**src/rtl/inst_encoder.sv**
```systemverilog
// inst_encoder: loads a program into instruction memory. Each accepted request
// is encoded into one 32-bit RV32I word and written to the next word address.
//
// Ports
//   clk, rst                 clock; synchronous active-high reset
//   req_valid / req_ready    request handshake (ready only in IDLE, rst low)
//   req_op                   instruction class (0..9 legal, 10..15 illegal)
//   req_rd/rs1/rs2           register fields
//   req_funct3, req_funct7b5 funct3 and instruction bit 30
//   req_imm                  unshifted byte offset or upper immediate
//   req_last                 final instruction of the program
//   mem_we/mem_addr/mem_wdata instruction-memory write port
//   done                     program load complete (held until rst)
//   count                    words written
//   err                      sticky illegal-request flag
//
// Build option: define INST_ENCODER_CHECK_EN to reject illegal ops and
// misaligned/out-of-range BRANCH/JAL offsets (sets err, skips the write).
// Without it, illegal ops write NOP and offsets are truncated.
module inst_encoder #(
  parameter int ADDR_W    = 8,
  parameter int BASE_ADDR = 0
) (
  input  logic              clk,
  input  logic              rst,
  input  logic              req_valid,
  output logic              req_ready,
  input  logic [3:0]        req_op,
  input  logic [4:0]        req_rd,
  input  logic [4:0]        req_rs1,
  input  logic [4:0]        req_rs2,
  input  logic [2:0]        req_funct3,
  input  logic              req_funct7b5,
  input  logic [31:0]       req_imm,
  input  logic              req_last,
  output logic              mem_we,
  output logic [ADDR_W-1:0] mem_addr,
  output logic [31:0]       mem_wdata,
  output logic              done,
  output logic [ADDR_W:0]   count,
  output logic              err
);
  localparam logic [ADDR_W-1:0] BASE  = BASE_ADDR[ADDR_W-1:0];
  localparam logic [ADDR_W-1:0] A_ONE = 1;
  localparam logic [ADDR_W:0]   C_ONE = 1;

  typedef enum logic [1:0] {IDLE, ENC, WR, DONE} state_t;

  state_t            r_state;
  logic [3:0]        r_op;
  logic [4:0]        r_rd, r_rs1, r_rs2;
  logic [2:0]        r_f3;
  logic              r_f7b5;
  logic [31:0]       r_imm;
  logic              r_last;
  logic              r_we;
  logic [ADDR_W-1:0] r_addr;
  logic [31:0]       r_wdata;
  logic [ADDR_W:0]   r_count;
  logic [31:0]       w_word;
  logic [6:0]        w_f7;
  logic              w_bad;

  assign w_f7 = {1'b0, r_f7b5, 5'b00000};

  // RV32I field packing from the latched request
  always_comb begin
    w_word = 32'h0000_0013;
    case (r_op)
      4'd0: w_word = {w_f7, r_rs2, r_rs1, r_f3, r_rd, 7'b0110011};
      4'd1: begin
        // shifts carry funct7 in the upper bits and shamt in imm[4:0]
        if (r_f3 == 3'b001 || r_f3 == 3'b101)
          w_word = {w_f7, r_imm[4:0], r_rs1, r_f3, r_rd, 7'b0010011};
        else
          w_word = {r_imm[11:0], r_rs1, r_f3, r_rd, 7'b0010011};
      end
      4'd2: w_word = {r_imm[11:0], r_rs1, r_f3, r_rd, 7'b0000011};
      4'd3: w_word = {r_imm[11:5], r_rs2, r_rs1, r_f3, r_imm[4:0], 7'b0100011};
      4'd4: w_word = {r_imm[12], r_imm[10:5], r_rs2, r_rs1, r_f3,
                      r_imm[4:1], r_imm[11], 7'b1100011};
      4'd5: w_word = {r_imm[20], r_imm[10:1], r_imm[11], r_imm[19:12],
                      r_rd, 7'b1101111};
      4'd6: w_word = {r_imm[11:0], r_rs1, r_f3, r_rd, 7'b1100111};
      4'd7: w_word = {r_imm[31:12], r_rd, 7'b0110111};
      4'd8: w_word = {r_imm[31:12], r_rd, 7'b0010111};
      4'd9: w_word = {r_imm[11:0], r_rs1, r_f3, r_rd, 7'b1110011};
      default: w_word = 32'h0000_0013;
    endcase
  end

`ifdef INST_ENCODER_CHECK_EN
  logic r_err;
  // offsets must be even and sign-representable in the target field
  assign w_bad = (r_op > 4'd9) ||
                 (r_op == 4'd4 && (r_imm[0] || r_imm[31:12] != {20{r_imm[12]}})) ||
                 (r_op == 4'd5 && (r_imm[0] || r_imm[31:20] != {12{r_imm[20]}}));
  assign err   = r_err;
`else
  assign w_bad = 1'b0;
  assign err   = 1'b0;
`endif

  always_ff @(posedge clk) begin
    if (rst) begin
      r_state <= IDLE;
      r_addr  <= BASE;
      r_count <= '0;
      r_we    <= 1'b0;
      r_wdata <= '0;
      r_op    <= '0;
      r_rd    <= '0;
      r_rs1   <= '0;
      r_rs2   <= '0;
      r_f3    <= '0;
      r_f7b5  <= 1'b0;
      r_imm   <= '0;
      r_last  <= 1'b0;
`ifdef INST_ENCODER_CHECK_EN
      r_err   <= 1'b0;
`endif
    end else begin
      case (r_state)
        IDLE: if (req_valid) begin
          r_op    <= req_op;
          r_rd    <= req_rd;
          r_rs1   <= req_rs1;
          r_rs2   <= req_rs2;
          r_f3    <= req_funct3;
          r_f7b5  <= req_funct7b5;
          r_imm   <= req_imm;
          r_last  <= req_last;
          r_state <= ENC;
        end
        ENC: begin
          r_wdata <= w_word;
          r_we    <= !w_bad;
`ifdef INST_ENCODER_CHECK_EN
          if (w_bad) r_err <= 1'b1;
`endif
          r_state <= WR;
        end
        WR: begin
          r_we <= 1'b0;
          if (r_we) begin
            r_count <= r_count + C_ONE;
            // address saturates at all-ones; that write ends the program
            if (&r_addr) r_state <= DONE;
            else begin
              r_addr  <= r_addr + A_ONE;
              r_state <= r_last ? DONE : IDLE;
            end
          end else begin
            r_state <= r_last ? DONE : IDLE;
          end
        end
        default: r_state <= DONE;
      endcase
    end
  end

  assign req_ready = (r_state == IDLE) && !rst;
  // gated by rst so an abort in WR never produces a write at that edge
  assign mem_we    = r_we && !rst;
  assign mem_addr  = r_addr;
  assign mem_wdata = r_wdata;
  assign done      = (r_state == DONE);
  assign count     = r_count;
endmodule

```
**config.mk**
```make
export PLATFORM = sky130hd
export DESIGN_NAME = inst_encoder
export DESIGN_NICKNAME = d
export VERILOG_FILES = /design/src/rtl/inst_encoder.sv
export SDC_FILE = /design/constraint.sdc
export NUM_CORES = 1
export LEC_CHECK = 0
export BUFFER_PORTS_ARGS = -buffer_cell sky130_fd_sc_hd__buf_2
export CAP_MARGIN = 10
export CORE_ASPECT_RATIO = 0.75
export CORE_UTILIZATION = 49
export DETAILED_ROUTE_END_ITERATION = 7
export PLACE_DENSITY = 0.83
export SLEW_MARGIN = 20
export SYNTH_ARGS = -nofsm -noshare
export SYNTH_HDL_FRONTEND = slang
export SYNTH_SLANG_ARGS = --single-unit
```
**constraint.sdc**
```tcl
create_clock -name clk -period 2.5 [get_ports clk]
set_input_delay 0.125 -clock clk [delete_from_list [all_inputs] [get_ports clk]]
set_output_delay 0.125 -clock clk [all_outputs]
set_load 0.02 [all_outputs]
```
---- Word-level counts from Yosys, hierarchy flattened ----
Cells that the tools add are included.
word-level totals
  bits of input ports ..................... 59
  word-level logic and storage cells ...... 50
  output and inout port bits .............. 53
  flip-flop bits (word level) ............. 108
operators by class
  reduce and logical (&&, ||, !) cells .... 11
  equality and inequality tests ........... 15
  bitwise operators ....................... 1
  muxes and demuxes ....................... 8
  add/sub/neg operators ................... 2
operator list
  cell                   number
  $pmux W32 S10          1
  $mux W32               1
  $eq A4 B3 Y1 const B   4
  $add A9 B1 Y9 const B  1
  $add A8 B1 Y8 const B  1
  $eq A4 B2 Y1 const B   2
  $eq A4 B4 Y1 const B   2
  $mux W2                4
  $reduce_and A8 Y1      1
  $pmux W2 S3            1
  $eq A2 B2 Y1 const B   2
  $eq A4 B1 Y1 const B   1
  $logic_not A4 Y1       1
  $reduce_and A2 Y1      2
  $eq A3 B1 Y1 const B   1
  $eq A3 B3 Y1 const B   1
  $reduce_and A3 Y1      1
  $eq A2 B1 Y1 const B   1
  $logic_and A1 B1 Y1    2
  $logic_not A2 Y1       1
  $ne A2 B2 Y1 const B   1
  $pmux W1 S2            1
  $reduce_bool A2 Y1     1
  $logic_not A1 Y1       1
  other kinds (2)        2

---- Longest topological paths before layout ----
Gate-level depths: netlist of run 1.
  word-level depth ........................ 4
  mapped depth ............................ 7
  depth with buffers taken out ............ 6

---- Least setup slack after synthesis of run 1 ----
Ideal clock, no wire load.
  path type ............................... register to register
  start ................................... reg r_addr[0] (netlist: mem_addr[0])
  end ..................................... reg r_addr[1] (netlist: mem_addr[1])
  data required time ...................... 2372 ps
  setup slack ............................. 852 ps
  data arrival time ....................... 1520 ps
  setup time .............................. 128 ps
  path buffers ............................ 0
  cell stages (with the launch flop) ...... 6
  clock period less this slack ............ 1648 ps
  cells stage by stage .................... dfxtp_1 ha_1 nand4_1 o21ai_0 mux2i_1 nor2_1
on the way
  word-level cells in the longest chain between the ends .. 3
  elaborated cells between the ends (all ways) .. 4
  classes of those cells .................. 1 x add/sub; 1 x bitwise; 2 x reduce/logical
RTL lines
  element                                                                line  text
  from (decl)                                                            57    logic [ADDR_W-1:0] r_addr;
  from (signal assigned)                                                 150   r_addr <= r_addr + A_ONE;
  parallel branches: the longest is 3 deep, another holds $add A8 B1 Y8  --
Several ways; the timed one is not identified.
A chain may end at the register's enable or synchronous reset.

---- Worst setup path after layout of run 1 ----
  start ................................... reg r_op[0]
  end ..................................... reg r_wdata[15] (netlist: mem_wdata[15])
on the way
  word-level cells in the longest chain between the ends .. 2
  elaborated cells between the ends (all ways) .. 11
  classes of those cells .................. 9 x eq/ne; 1 x mux; 1 x reduce/logical
RTL lines
  element                               line  text
  from (decl)                           50    logic [3:0] r_op;
  from (signal assigned)                125   r_op <= req_op;
  $eq A4 B4 Y1 (tied with other cells)  69    case (r_op)
  $pmux W32 S10 *                       69
  to (signal assigned)                  136   r_wdata <= w_word;
  to (decl)                             58    logic [31:0] r_wdata;
Every way passes the cells marked *; elsewhere a longest branch is shown, timed or not.

==> flow_metrics.py, run 1 <==
metrics = {
    "status": {
        "outcome": "completed",
    },
    "power": {
        "swShare_pct": 32.3,
        "power.total_mw": 4.52,
        "p_seq_share_pct": 45.7,
        "pwr-share-comb_pct": 22.5,
        "leakage_nw": 2.24,
        "powerDensity_nw_per_um2": 806,
        "netSwitchingPower_mw": 1.46,
        "peakVddDrop_mv": 0.675,
        "power_frac_clock_pct": 31.8,
        "internal-power_mw": 3.06,
    },
    "yosys": {
        "synth_top_family_by_area": "simple AND/OR/NAND/NOR gates",
        "syn_area_sq_um": 4660,
        "syn-num-nets": 625,
        "synth_compound_area_share_pct": 21.1,
        "yosys.area_share.simple_pct": 22.8,
        "yosys-top-cells-area": "dfxtp_1 46%, nand2_1 12%, a21oi_1 7.3%, a22oi_1 2.6%, nor2_1 2.6%",
        "synth-edff-count": 0,
        "yosys_most_used_dff": "dfxtp_1",
        "ys_seq_elements": 107,
        "syn_inst": 560,
        "synthMuxAreaShare_pct": 1.16,
        "synth.avg_cell_area_sq_um": 8.32,
        "ys_warn_count": 0,
        "synth_top_area_share_pct": 46.0,
        "yosys.area_share.xor_xnor_pct": 2.63,
        "ys_types": 59,
        "synthArstFlopShare_pct": 0,
        "seq_area_frac_synth_pct": 46.0,
        "yosys.area.top_type": "dfxtp_1",
        "synthAdderAreaFrac_pct": 1.61,
    },
    "route": {
        "drt_first_iter_violations": 447,
        "drc": 0,
        "antenna_left": 0,
        "totalWireLength_mm": 12.6,
        "drt_first_pass_iters": 5,
        "vias": 4436,
        "via_per_inst": 5.63,
        "wire_per_inst_microns": 16.0,
    },
    "die": {
        "core_sq_um": 9120,
        "die_h_microns": 86.4,
        "num_rows": 30,
        "io_pins": 112,
        "initial_utilization_pct": 51.1,
        "die_w_microns": 115,
        "fp.dieArea_sq_um": 9900,
    },
    "layout": {
        "layout-drive-gt1-share_pct": 22.9,
        "finalNetCount": 720,
        "fin_cells": 788,
        "multi_input_area_sq_um": 2300,
        "nFillCells": 804,
        "design_area_sq_um": 5610,
        "n_antenna_cell": 0,
        "area_delta_synth_final_pct": 20.5,
        "ff_latch_area_sq_um": 2140,
    },
    "worst_setup_path": {
        "cp.buffers_inverters": 0,
        "startpoint_type": "flop",
        "path_cells": "nor3b_2 -> or2_1 -> a22oi_1 -> o21ai_1",
        "cp.arrival_ns": 2.31,
        "cp.required_ns": 2.79,
        "critPathKind": "reg -> reg",
        "critPathTopFamily": "simple AND/OR/NAND/NOR gates",
        "endpoint_kind": "flop",
        "worst-path-max-fanout": 20,
        "slowest_delay_ns": 0.78,
        "slowest_stage": "dfxtp_1",
    },
    "global_routing": {
        "grt_pass1_vias": 3973,
        "grt_max_degree": 56,
        "grt_use_total_pct": 26.3,
        "grt_pass1_wl_mm": 19.9,
        "grt_overflow_total": 0,
        "grt_antenna_before_repair": 0,
    },
    "timing": {
        "relSlewSlack_pct": 45.8,
        "max_slew.worst_pin.slew_ns": 0.813,
        "setup_violations": 0,
        "hold_viol_final": 0,
        "min_period_ns": 2.02,
        "fin_crit_sh_pct": 80.8,
        "slew_violations": 0,
        "tns_ns": 0,
        "fmax_mhz": 495,
        "holdWs_ns": 0.00451,
        "rsz0062_at_grt": "no",
        "clock_skew_ns": 0.0106,
    },
    "clock_network": {
        "clock_latency_ns": 0.36,
        "clock-sinks": 107,
        "post-cts-setup-buffers": 0,
        "cts_tree": "built",
        "clock-root-buffer": "clkbuf_16",
        "clk_pin_slew_ns": 0.07,
        "hold_buffers": 6,
        "cts_buffers": 9,
        "h-tree-depth": 3,
        "clockBufferDepth": 2,
        "cts_resized": 0,
    },
    "placed_design": {
        "dp.cells": 766,
        "routabilityCongestion": 0.871,
        "postPlaceCellArea_sq_um": 5260,
        "numPortBuffers": 110,
        "dp_hpwl_mm": 9.11,
    },
    "worst_hold_path": {
        "worstHoldPathType": "in -> reg",
    },
    "job": {
        "drv_cap": 0,
    },
}
## final timing paths
check / from / endpoint / slack, ns / depth (start not counted)
hold / removal: req_imm[10] / r_imm[10] / 0.005 / 3
setup reg to reg: r_op[0] / mem_wdata[15] / 0.48 / 4
hold reg to reg: mem_wdata[15] / mem_wdata[15] / 0.46 / 2
setup / recovery: r_op[0] / mem_wdata[15] / 0.48 / 4
## synthesized netlist by cell type (2+ instances only)
master and number:
o21ai_1 14, mux2i_1 2, inv_1 4, or3b_1 2, nor3_1 4, nor3b_2 2
nand4_1 4, xor2_1 8, buf_6 3, xnor2_1 6, or2_1 2, a21oi_1 68
buf_4 4, nor4b_1 4, buf_2 4, nand2_1 144, a221o_1 5, and2_1 4
nand3b_1 2, nor2_1 32, a211oi_1 6, nand3_1 9, and3_1 3, a221oi_2 5
a311oi_1 2, ha_1 6, nor2b_1 5, mux2_2 2, o21ai_0 4, a21boi_1 5
a31oi_1 2, a222oi_1 5, o211ai_1 3, a22oi_1 16, dfxtp_1 107, nand2b_1 9
clkbuf_1 27, buf_1 3, a21o_1 3
## cells in the final DEF, fill, tap and decap left out, drive strengths merged, types with 5 or more instances in the layout
cell type and n:
ha 6, nor2 32, dlygate4sd3 6, nand2 144, buf 119, inv 6, a221oi 6, a221o 5
a211oi 6, xor2 8, nand2b 9, dfxtp 107, nand3 9, nor2b 5, a222oi 5, xnor2 6
o21ai 18, clkbuf 13, nor4b 5, a21boi 5, a22oi 17, nor3 5, a21oi 68
## power groups by stage
stage	sequential (mW)	combinational, mW	clock (mW)
2_1_floorplan	2.07	0.709	0
3_3_place_gp	2.09	0.960	0
3_5_place_dp	2.10	1.00	0
4_1_cts	2.06	1.01	1.45
5_1_grt	2.09	1.13	1.52
6_report	2.07	1.02	1.44
## routing by layer
metal  part of all wire (%)  global-route usage, %  vias up
li1                       -                      -     2134
met1                     46                   36.6     2086
met2                     45                   39.0      197
met3                    8.1                   7.55       19
met4                    1.5                   9.21        0
met5                      0                      0        -
## tightest hold or removal path, delay by kind of cell
family	cells	cell delay, ns
compound gates	1	0.05
buf+inv	1	0.10
simple gates	1	0.05
## layout make-up
cell class | count | share of cell area (%)
inverter | 5 | 0.334
clock buffer | 13 | 4.46
clock inverter | 3 | 0.825
tap | 128 | 2.85
timing repair buffer | 125 | 12.3
multi-input combinational | 407 | 41.0
sequential | 107 | 38.2
## per-stage QoR
step           util, %  worst slack, ns
2_1_floorplan        -            0.852
3_3_place_gp      57.6            0.692
3_5_place_dp      57.6            0.562
4_1_cts           61.5            0.531
5_1_grt           61.5            0.331
6_report          61.5            0.481
## sequential cells by signal (all words and copies together), names as in the netlist
signal	cells
count	9
mem_addr	8
mem_wdata	31
r_f3	3
r_f7b5	1
r_imm	32
r_last	1
r_op	4
r_rd	5
r_rs1	5
r_rs2	5
r_state	2
r_we	1
## logic make-up after synthesis
kind of cell,after synthesis
compound gates,148
xor+xnor,14
fa+ha+maj,6
buf+inv,46
flops,107
mux,5
other cells,1
simple gates,233
Note: power is estimated with default switching activity, not from simulation.
==> inputs of run 2 (changes only) <==
- clock period: 2.5 -> 1.94 ns (I/O delays scaled with it)
==> run 2 against run 1 <==
Clock-buffer cell count unchanged. Register-to-register slack got worse by 0.30 ns. Sequential power increased by 29%. Clock skew increased by 0.00085 ns. Non-clock buffer count increased by 39. Final area increased by 7.4%. Die area unchanged. Critical path depth unchanged. Clock power increased by 24%. Sequential cell count unchanged. Sequential share of layout area decreased by 2.6 points. Combinational power increased by 39%. Critical path type unchanged. Largest power group unchanged. Highest routed layer unchanged.
==> flow_metrics.py, run 2 (synthesis results as in run 1) <==
metrics = {
    "timing": {
        "clock_skew_ns": 0.0114,
        "max_slew.worst_pin.slew_ns": 0.603,
        "fmax_mhz": 570,
        "setup_ws_ns": 0.184,
        "relSlewSlack_pct": 59.7,
        "fin_crit_sh_pct": 90.5,
        "setup_violations": 0,
        "slew_violations": 0,
        "min_period_ns": 1.76,
        "tns_ns": 0,
        "hold_viol_final": 0,
        "rsz0062_at_grt": "no",
    },
    "layout": {
        "top_register": "r_imm",
        "final_core_util_pct": 66.1,
        "layout-drive-gt1-share_pct": 22.6,
        "largest_reg_flops": 32,
        "final_common_cell": "nand2_1",
        "layout_common_cells": "143 x nand2_1, 110 x buf_2, 105 x dfxtp_1, 68 x a21oi_1, 43 x dlygate4sd3_1",
        "design_area_sq_um": 6030,
        "multi_input_area_sq_um": 2300,
        "nFillCells": 727,
        "area_delta_synth_final_pct": 29.5,
        "finalNetCount": 759,
        "n_antenna_cell": 0,
        "ff_latch_area_sq_um": 2140,
    },
    "worst_setup_path": {
        "worst-path-max-fanout": 16,
        "slowest_delay_ns": 0.70,
        "cp.required_ns": 2.17,
        "endpoint_kind": "flop",
        "reg2reg_from": "r_op[2]",
        "slowest_stage": "dfxtp_1",
        "critPathKind": "reg -> reg",
        "cp.arrival_ns": 1.99,
        "startpoint_type": "flop",
        "crit_start": "r_op[2]",
        "path_cells": "nor4b_4 -> a31o_2 -> a222oi_1 -> a31oi_1",
    },
    "die": {
        "initial_utilization_pct": 51.1,
        "num_rows": 30,
        "io_pins": 112,
        "die_w_microns": 115,
        "core_sq_um": 9120,
        "die_h_microns": 86.4,
        "fp.dieArea_sq_um": 9900,
    },
    "global_routing": {
        "grt_max_degree": 77,
        "grt_overflow_total": 0,
        "grt_use_total_pct": 26.5,
        "grt_pass1_wl_mm": 20.4,
        "grt_antenna_before_repair": 0,
        "grt_pass1_vias": 4218,
    },
    "route": {
        "wire_per_inst_microns": 15.4,
        "drt_first_iter_violations": 423,
        "via_per_inst": 5.51,
        "drc": 0,
        "antenna_left": 0,
        "totalWireLength_mm": 12.7,
        "vias": 4558,
        "drt_first_pass_iters": 5,
    },
    "placed_design": {
        "dp_hpwl_mm": 8.74,
        "routabilityCongestion": 0.875,
        "numPortBuffers": 110,
        "postPlaceCellArea_sq_um": 5300,
        "place_ws_ns": 0.108,
    },
    "clock_network": {
        "clock-sinks": 107,
        "clock_latency_ns": 0.35,
        "cts_buffers": 9,
        "clockBufferDepth": 2,
        "post-cts-setup-buffers": 0,
        "cts_tree": "built",
        "h-tree-depth": 3,
        "clock-root-buffer": "clkbuf_16",
        "clk_pin_slew_ns": 0.07,
    },
    "power": {
        "powerDensity_nw_per_um2": 972,
        "power.total_mw": 5.86,
        "leakage_nw": 2.42,
        "peakVddDrop_mv": 0.496,
    },
    "worst_hold_path": {
        "worstHoldStart": "req_op[0]",
        "worstHoldPathType": "in -> reg",
    },
    "job": {
        "drv_cap": 0,
    },
    "status": {
        "outcome": "completed",
    },
}
[run 2: repair_timing]
action | CTS | global route
endpoints found under the hold margin | 43 | 0
setup endpoints to repair | 0 | 50
hold buffers | 43 | 0
gates resized for setup | 0 | 3
[run 2: path summary, 6_finish.rpt]
| path | to | cells after the start | slack, ns |
|---|---|---|---|
| max | mem_wdata[30] | 4 | 0.18 |
| min | r_op[0] | 3 | 0.004 |
| max reg2reg | mem_wdata[30] | 4 | 0.18 |
| min reg2reg | mem_wdata[19] | 2 | 0.45 |
[run 2: layout make-up]
cell class,count,area share [%]
multi-input cells,407,38.2
flip-flops and latches,107,35.6
repair buffers,164,18.3
clock buffers,13,4.65
well taps,128,2.66
clock inverters,3,0.332
inverters,5,0.311
[run 2: layer usage]
layer | wire (microns) | GRT usage [%] | vias to the layer above
met4 | 140 | 8.74 | 0
met2 | 5890 | 42.4 | 216
li1 | - | - | 2200
met1 | 5620 | 35.5 | 2129
met3 | 1100 | 6.22 | 13
met5 | 0 | 0 | -
[run 2: worst max-delay path, delay by kind of cell (launching register included)]
| kind | cells | cell delay (ns) |
|---|---|---|
| AND/OR/NAND/NOR | 1 | 0.10 |
| flip-flops | 1 | 0.70 |
| AO/OA/AOI/OAI | 3 | 0.84 |
[run 2: per-stage QoR]
| stage | instances | hold WS [ns] |
|---|---|---|
| after detailed placement | 768 | 0.347 |
| after CTS | 827 | 0.00161 |
| after global routing | 827 | 0.00822 |
| after global placement | 768 | 0.338 |
| after floorplan | 560 | 0.233 |
| final | 827 | 0.00444 |
[run 2: where the power goes]
group          switching (mW)  internal, mW  total (mW)
clock network           0.783          1.01        1.79
registers               0.230          2.43        2.66
logic                   0.858         0.558        1.42
total                    1.87          3.99        5.86
==> inputs of run 3 (changes only) <==
- ABC_AREA: unset -> 1
- CORE_UTILIZATION: 49 -> 50
==> run 3 against run 2 <==
Area after synthesis increased by 10%. Critical path depth up 6. Global-route usage fell by 0.42 points. Final cell count up 23%. Routed wire length increased by 5.9%. Non-clock buffer count shrank 17. Final area increased by 3.7%. Critical endpoint is now mem_addr[6]. Largest power group unchanged. Highest routed layer is now met5.
==> flow_metrics.py, run 3 <==
metrics = {
    "status": {
        "outcome": "completed",
    },
    "layout": {
        "final_common_cell": "nand2_1",
        "finalNetCount": 943,
        "design_area_sq_um": 6250,
        "final_core_util_pct": 63.7,
        "top_register": "r_imm",
        "layout_common_cells": "193 x nand2_1, 139 x nor2_1, 110 x buf_2, 107 x dfxtp_1, 79 x nand3_1",
        "largest_reg_flops": 32,
        "n_antenna_cell": 0,
        "area_delta_synth_final_pct": 21.9,
        "nFillCells": 888,
        "layout-drive-gt1-share_pct": 19.0,
    },
    "global_routing": {
        "grt_pass1_vias": 4663,
        "grt_use_total_pct": 26.1,
        "top_usage_layer": "met2",
        "use_met1_pct": 36.1,
        "grt_overflow_total": 0,
        "grt_pass1_wl_mm": 22.5,
        "met3_usage_pct": 7.42,
        "met2_usage_pct": 39.2,
        "grt_antenna_before_repair": 1,
        "grt_max_degree": 67,
    },
    "timing": {
        "min_period_ns": 1.75,
        "slew_violations": 0,
        "setup_violations": 0,
        "max_slew.worst_pin.slew_ns": 0.826,
        "relSlewSlack_pct": 44.9,
        "clock_skew_ns": 0.00803,
        "rsz0062_at_grt": "yes",
        "fin_crit_sh_pct": 90.3,
        "holdWs_ns": 0.000861,
        "setup_ws_ns": 0.189,
        "hold_viol_final": 0,
        "tns_ns": 0,
        "fmax_mhz": 571,
    },
    "yosys": {
        "yosys.area.top_type": "dfxtp_1",
        "synth_top_area_share_pct": 41.8,
        "ys_seq_elements": 107,
        "ys_warn_count": 0,
        "synth-edff-count": 0,
        "syn_inst": 765,
        "ys_top_cells_by_count": "193 x nand2_1, 139 x nor2_1, 107 x dfxtp_1, 79 x nand3_1, 77 x o21ai_0",
        "yosysMostFrequentCell": "nand2_1",
        "synthArstFlopShare_pct": 0,
        "syn-num-nets": 830,
        "synth.avg_cell_area_sq_um": 6.71,
        "yosys-top-cells-area": "dfxtp_1 42%, nand2_1 14%, nor2_1 10%, nand3_1 7.7%, o21ai_0 7.5%",
        "syn_area_sq_um": 5130,
        "yosys_most_used_dff": "dfxtp_1",
        "seq_area_frac_synth_pct": 41.8,
        "ys_types": 32,
    },
    "die": {
        "core_sq_um": 9810,
        "num_rows": 31,
        "io_pins": 112,
        "die_h_microns": 89.7,
        "die_w_microns": 119,
        "initial_utilization_pct": 52.3,
        "fp.dieArea_sq_um": 10700,
    },
    "route": {
        "wire_per_inst_microns": 13.3,
        "drt_first_pass_iters": 5,
        "totalWireLength_mm": 13.5,
        "antenna_left": 0,
        "drt_first_iter_violations": 408,
        "via_per_inst": 5.19,
        "vias": 5272,
        "drc": 0,
    },
    "power": {
        "peakVddDrop_mv": 0.667,
        "powerDensity_nw_per_um2": 1060,
        "leakage_nw": 2.92,
    },
    "worst_setup_path": {
        "reg2reg_from": "mem_addr[1]",
        "cp.arrival_ns": 2.00,
        "worst-path-max-fanout": 8,
        "crit_start": "mem_addr[1]",
        "critPathKind": "reg -> reg",
        "cp.required_ns": 2.19,
        "startpoint_type": "flop",
        "endpoint_kind": "flop",
    },
    "clock_network": {
        "clock-root-buffer": "clkbuf_16",
        "clock-sinks": 107,
        "cts_buffers": 9,
        "cts_tree": "built",
        "clk_pin_slew_ns": 0.07,
        "cts_resized": 0,
        "clock_latency_ns": 0.35,
        "h-tree-depth": 3,
        "clockBufferDepth": 2,
    },
    "worst_hold_path": {
        "worstHoldPathType": "in -> reg",
        "worstHoldStart": "req_imm[29]",
    },
    "placed_design": {
        "routabilityCongestion": 0.916,
        "postPlaceCellArea_sq_um": 5750,
        "numPortBuffers": 110,
        "place_ws_ns": 0.258,
        "dp_hpwl_mm": 9.50,
    },
    "job": {
        "drv_cap": 0,
    },
}
==> run 3: cell count changes after synthesis, moves of 6 or more <==
cell	change
nor2_1	+107
o21ai_0	+73
nand3_1	+70
nand2_1	+49
inv_1	+32
a21oi_1	-30
a22oi_1	-16
o21ai_1	-14
a21oi_2	+10
nand2b_1	-9
a211oi_1	-6
xor2_1	-6
==> run 3: repair_timing <==
| action | CTS | global route |
|---|---|---|
| endpoints found under the setup margin | 0 | 2 |
| endpoints found under the hold margin | 21 | 0 |
| hold buffers | 21 | 0 |
| setup buffers | 0 | 0 |
==> run 3: final timing paths <==
check,cells past startpoint,endpoint,slack (ns)
min reg2reg,2,mem_wdata[25],0.47
max,10,mem_addr[6],0.19
max reg2reg,10,mem_addr[6],0.19
min,3,r_imm[29],0.0009
==> run 3: layout make-up <==
cell class | count | area [sq um] | area share [%]
multi-input combinational | 572 | 2610 | 41.7
inverter | 41 | 154 | 2.46
clock inverter | 4 | 32.5 | 0.520
tap | 132 | 165 | 2.64
timing repair buffer | 147 | 893 | 14.3
sequential | 107 | 2140 | 34.3
clock buffer | 12 | 256 | 4.10
==> run 3: per-stage QoR <==
| stage | power (mW) | instances |
|---|---|---|
| global route | 7.04 | 1015 |
| global placement | 4.80 | 978 |
| finish | 6.63 | 1015 |
| floorplan | 4.29 | 765 |
| CTS | 6.62 | 1015 |
| detailed placement | 4.84 | 978 |
==> run 3: layer usage <==
metal | vias up | part of all wire, %
li1 | 2680 | -
met1 | 2395 | 47
met2 | 174 | 43
met3 | 21 | 7.7
met4 | 2 | 1.7
met5 | - | 0.074
==> run 3: cells by family after synthesis <==
family | after synthesis | share of synthesized area [%]
XOR/XNOR | 3 | 0.512
other | 1 | 0.0731
buffers and inverters | 86 | 7.37
AND/OR/NAND/NOR | 434 | 35.5
flip-flops | 107 | 41.8
AO/OA/AOI/OAI | 128 | 13.4
adder cells (fa/ha/maj) | 6 | 1.46
==> run 3: power breakdown <==
part	internal [mW]	total, mW	switching [mW]
sequential	2.54	2.84	0.297
combinational	0.671	2.02	1.35
clock	0.949	1.77	0.820
total	4.16	6.63	2.46
==> run 3: critical path: stages, from the launching register on <==
cell     delay, ns
dfxtp_1       0.37
ha_1          0.22
inv_1         0.05
nor3_1        0.24
nand2_1       0.24
nand2_4       0.16
inv_1         0.12
nand3_1       0.11
nand2_1       0.06
nand2_1       0.05
nor2_1        0.04
